===== src/rtl/cga_vram_sequencer.sv =====
// cga_vram_sequencer: character clock sequencer, video fetch strobes and CPU/video VRAM arbitration
module cga_vram_sequencer #(
    parameter int ADDR_W = 14
) (
    input  logic              clk,
    input  logic              reset,
    input  logic              hres_mode,
    input  logic              display_enable,
    input  logic [ADDR_W-2:0] video_addr,
    input  logic              cpu_req,
    input  logic              cpu_we,
    input  logic [ADDR_W-1:0] cpu_addr,
    input  logic [7:0]        cpu_wdata,
    output logic              cpu_ack,
    output logic [7:0]        cpu_rdata,
    output logic [ADDR_W-1:0] vram_addr,
    output logic              vram_we,
    output logic [7:0]        vram_wdata,
    input  logic [7:0]        vram_rdata,
    output logic [4:0]        clk_seq,
    output logic              vram_read_char,
    output logic              vram_read_att,
    output logic              charrom_read,
    output logic              disp_pipeline
);
    typedef enum logic [1:0] {IDLE, DATA, DONE} state_t;
    state_t      state_q, state_d;
    logic [4:0]  seq_q, phase;
    logic [7:0]  rdata_q, rdata_d;
    logic        f_q, char_q, att_q, rom_q, disp_q;
    logic        slot0, slot1, accept;
    // In high-res mode the sequence folds onto 16 cycles so a slot occurs at 0 and 16
    assign phase  = {seq_q[4] & ~hres_mode, seq_q[3:0]};
    assign slot0  = (phase == 5'd0) && display_enable;
    assign slot1  = (phase == 5'd1) && f_q;
    assign accept = (state_q == IDLE) && cpu_req && !(slot0 || slot1);
    always_comb begin
        state_d = (state_q == DATA) ? DONE : (state_q == DONE) ? IDLE : accept ? DATA : IDLE;
        rdata_d = (state_q == DATA && !cpu_we) ? vram_rdata : rdata_q;
    end
    assign vram_addr      = slot0 ? {video_addr, 1'b0} : slot1 ? {video_addr, 1'b1} : cpu_addr;
    assign vram_we        = accept && cpu_we;
    assign vram_wdata     = cpu_wdata;
    assign cpu_ack        = (state_q == DONE);
    assign cpu_rdata      = rdata_q;
    assign clk_seq        = seq_q;
    assign vram_read_char = char_q;
    assign vram_read_att  = att_q;
    assign charrom_read   = rom_q;
    assign disp_pipeline  = disp_q;
    always_ff @(posedge clk or posedge reset) begin
        if (reset) begin
            seq_q   <= '0;
            state_q <= IDLE;
            rdata_q <= '0;
            f_q     <= 1'b0;
            char_q  <= 1'b0;
            att_q   <= 1'b0;
            rom_q   <= 1'b0;
            disp_q  <= 1'b0;
        end else begin
            seq_q   <= seq_q + 5'd1;
            state_q <= state_d;
            rdata_q <= rdata_d;
            if (phase == 5'd0) f_q <= display_enable;
            char_q  <= slot0;
            att_q   <= slot1;
            rom_q   <= slot1;
            disp_q  <= (phase == 5'd2);
        end
    end
endmodule

===== config.mk =====
export PLATFORM = sky130hd
export DESIGN_NAME = cga_vram_sequencer
export DESIGN_NICKNAME = d
export VERILOG_FILES = /design/src/rtl/cga_vram_sequencer.sv
export SDC_FILE = /design/constraint.sdc
export NUM_CORES = 1
export LEC_CHECK = 0
export CAP_MARGIN = 5
export CORE_ASPECT_RATIO = 1.5
export CORE_MARGIN = 2
export CORE_UTILIZATION = 30
export DETAILED_ROUTE_END_ITERATION = 8
export GPL_ROUTABILITY_DRIVEN = 0
export GPL_TIMING_DRIVEN = 0
export HOLD_SLACK_MARGIN = 0.12
export PLACE_DENSITY = 0.76
export SLEW_MARGIN = 15
export SYNTH_ARGS = -nofsm -noshare
export SYNTH_HDL_FRONTEND = slang
export SYNTH_SLANG_ARGS = --single-unit

===== constraint.sdc =====
create_clock -name clk -period 2 [get_ports clk]
set_input_delay 0.4 -clock clk [delete_from_list [all_inputs] [get_ports clk]]
set_output_delay 0.4 -clock clk [all_outputs]
set_load 0.05 [all_outputs]

==> impl_metrics.env <==
export IMPL_wl_per_cell_um=16.18
export IMPL_cpMaxStageDelayCell="dfrtp_2"
export IMPL_synth_area_um2=1062
export IMPL_fin_crit_sh_pct=114.5
export IMPL_cp_data_arrival_time_ps=1890
export IMPL_setup_viol=15
export IMPL_drcViolationCount=0
export IMPL_synth_seq_cells=19
export IMPL_ios=90
export IMPL_htree_levels=1
export IMPL_rows=26
export IMPL_die_x_um=52.59
export IMPL_n_fill_cell=271
export IMPL_status="finished, violations left"
export IMPL_fin_crit_ps=2290
export IMPL_hold_viol=0
export IMPL_final_nets=223
export IMPL_area_growth_pct=102.2
export IMPL_path_cells="ha_4 > a22o_1 > nand3_4 > buf_6 > mux2_4 > buf_8"
export IMPL_hold_path_class="flip-flop to flip-flop"
export IMPL_synth_avg_cell_area_um2=13.45
export IMPL_crit_family="flip-flops"
export IMPL_synth_top_area_cell="dfrtp_1"
export IMPL_clkSinkCount=19
export IMPL_netlist_instances=79
export IMPL_ir_worst_vdd_mv=0.4718
export IMPL_detail_route_iter0_violations=10
export IMPL_clock_latency_ps=250
export IMPL_critPathLaunchType="flip-flop"
export IMPL_avgViaCountPerCell=4.607
export IMPL_num_vias=972
export IMPL_cts_root_buf="clkbuf_8"
export IMPL_overflow=0
export IMPL_path_max_fanout=5
export IMPL_cts_buffers_inserted=3
export IMPL_end_kind="primary output"
export IMPL_r2r_start="clk_seq[1]"
export IMPL_final_max_slew_viol_count=0
export IMPL_worstMarginPinSlew_ps=710.0
export IMPL_tritoncts="built"
export IMPL_die_area_um2=4043
export IMPL_cp_num_buf_inv=2
export IMPL_fin_area_um2=2148
export IMPL_synth_area_leaders="dfrtp_1, mux2_2, mux2_4"
export IMPL_grt_setup_unrepaired="true"
export IMPL_cp_required_ps=1600
export IMPL_clock_fmax_mhz=436.7
export IMPL_hp_start="state_q[1]"
export IMPL_syn_nets=132
export IMPL_cts_buffer_depth=2
export IMPL_drtPass1Iterations=6
export IMPL_clkTransAtPathRegs_ps=70
export IMPL_grt_use_total_pct=16.89
export IMPL_routed_wl_um=3414
export IMPL_relSlewSlack_pct=52.62
export IMPL_yosysSeqAreaShare_pct=44.76
export IMPL_core_um2=3383
export IMPL_grt_max_degree=20
export IMPL_clock_skew_ps=3.206
export IMPL_post_dp_cell_area_um2=1938
export IMPL_grt_pass1_vias=1030
export IMPL_crit_start="clk_seq[0]"
export IMPL_drive_gt1_share_pct=40.83
export IMPL_dp_hpwl_um=2476
export IMPL_violations="setup timing"
export IMPL_power_density_nw_per_um2=728.3
export IMPL_initial_core_util_pct=31.40
export IMPL_fin_ws_ps=-289.9
export IMPL_synth_top_area_share_pct=44.76
export IMPL_path_depth=6
export IMPL_whs_path_depth=1
export IMPL_ant_nets=0
export IMPL_dp_cells=202
export IMPL_post_place_ws_ps=-793.8
export IMPL_reg2reg_depth=6
export IMPL_p_leak_uw=0.001046
export IMPL_path_class="flip-flop to primary output"
export IMPL_n_antenna_cell=0
export IMPL_antenna_found_initial=0
export IMPL_grt_pass1_wl_um=5078
export IMPL_cpPeakStageDelay_ps=450
export IMPL_ys_types=21
export IMPL_ys_warn_count=0
export IMPL_fin_cells=211
export IMPL_port_buffers=81
export IMPL_timing_max_cap_violations=0
export IMPL_die_height_um=76.88
worst register-to-register path, stage by stage (launching register included):
cell and delay [ps]:
dfrtp_2 440, inv_4 90, ha_4 140, a22o_1 190, nand3_4 130, buf_16 160
and3_2 180
state kept, by name, summed over array words and instances, names as in the netlist:
register and cells:
charrom_read 1, clk_seq 5, cpu_rdata 8, disp_pipeline 1, f_q 1, state_q 2
vram_read_char 1
cell type report:
class | count | area [um2] | area share (%)
Tap cell | 42 | 52.55 | 2.446
Buffer | 11 | 90.09 | 4.193
Clock buffer | 4 | 45.04 | 2.097
Sequential cell | 19 | 478.0 | 22.25
Multi-Input combinational cell | 46 | 539.3 | 25.10
Inverter | 3 | 13.76 | 0.6407
Timing Repair Buffer | 86 | 929.6 | 43.27
cell usage in the layout, fill, tap and decap left out:
cell type / netlist / final
clkdlybuf4s50_1: 0 / 61
dfrtp_1: 19 / 17
buf_4: 10 / 13
mux2_4: 8 / 13
buf_6: 1 / 9
buf_8: 0 / 8
mux2_2: 12 / 7
dlymetal6s2s_1: 0 / 5
nor2b_1: 3 / 3
nand3_1: 3 / 3
clkbuf_8: 0 / 3
and4_2: 3 / 2
and3_2: 2 / 2
xnor2_1: 2 / 2
ha_4: 0 / 2
ha_1: 4 / 2
dfrtp_2: 0 / 2
nor2_4: 1 / 1
nand2b_4: 0 / 1
a22o_1: 1 / 1
nand3_4: 1 / 1
o21ba_2: 1 / 1
inv_2: 0 / 1
nor2_1: 1 / 1
inv_4: 0 / 1
xor2_1: 1 / 1
and4_4: 0 / 1
inv_1: 3 / 1
a21o_1: 1 / 1
mux2_1: 1 / 1
clkbuf_1: 0 / 1
buf_16: 0 / 1
final timing paths:
check                                     to  slack [ps]
worst max-delay path            vram_addr[1]        -290
worst min-delay path              state_q[1]         470
worst max register to register    state_q[0]         570
worst min register to register    state_q[1]         470
max in group asynchronous         clk_seq[1]         940
min in group asynchronous       cpu_rdata[3]         570
synth_stat cells:
cell type / instances
o21ba_2: 1
nand2b_2: 1
a21o_1: 1
buf_4: 10
dfrtp_1: 19
nor2_1: 1
buf_6: 1
a22o_1: 1
and3_2: 2
xnor2_1: 2
inv_1: 3
ha_1: 4
nand3_1: 3
mux2_1: 1
mux2_4: 8
nor2_4: 1
nand3_4: 1
xor2_1: 1
and4_2: 3
mux2_2: 12
nor2b_1: 3
cell families (layout without fill, tap and decap cells):
| logic type | after synthesis | count (layout) | share of synthesized area (%) |
|---|---|---|---|
| flip-flops | 19 | 19 | 44.76 |
| XOR/XNOR | 3 | 3 | 2.474 |
| buffers and inverters | 14 | 104 | 9.187 |
| adder cells (fa/ha/maj) | 4 | 4 | 4.712 |
| AND/OR/NAND/NOR | 15 | 15 | 11.31 |
| multiplexers | 21 | 21 | 25.09 |
| AO/OA/AOI/OAI | 3 | 3 | 2.474 |
metal layers:
layer / share of wire, % / up-vias / global-route usage (%) / routed length (um)
met5: 0 / - / 0 / 0
met4: 3.1 / 0 / 8.205 / 106
met3: 5.9 / 10 / 2.918 / 203
met2: 59 / 48 / 32.13 / 2017
met1: 32 / 470 / 16.28 / 1086
li1: - / 444 / - / -
per-stage QoR:
step           setup TNS (ps)  utilization, %  hold slack (ps)  power [uW]
2_1_floorplan          -510.1               -            351.0       978.9
3_3_place_gp           -10630           57.29            443.1        1258
3_5_place_dp           -10900           57.29            462.4        1272
4_1_cts                 -3243           62.76            470.6        1577
5_1_grt                 -4608           63.50            507.8        1645
6_report                -3664           63.50            473.6        1565
timing repair:
| item | in CTS | in global routing |
|---|---|---|
| gates cloned | 1 | 0 |
| hold buffers | 0 | 0 |
| setup endpoints to repair | 15 | 20 |
| pin swaps | 3 | 4 |
| gates resized for setup | 121 | 7 |
| setup buffers | 4 | 0 |
where the power goes:
| group | switching, uW | internal [uW] |
|---|---|---|
| registers | 34.1 | 451 |
| logic | 466 | 355 |
| clock network | 117 | 141 |
| total | 617 | 948 |
Note: power is estimated with default switching activity, not from simulation.
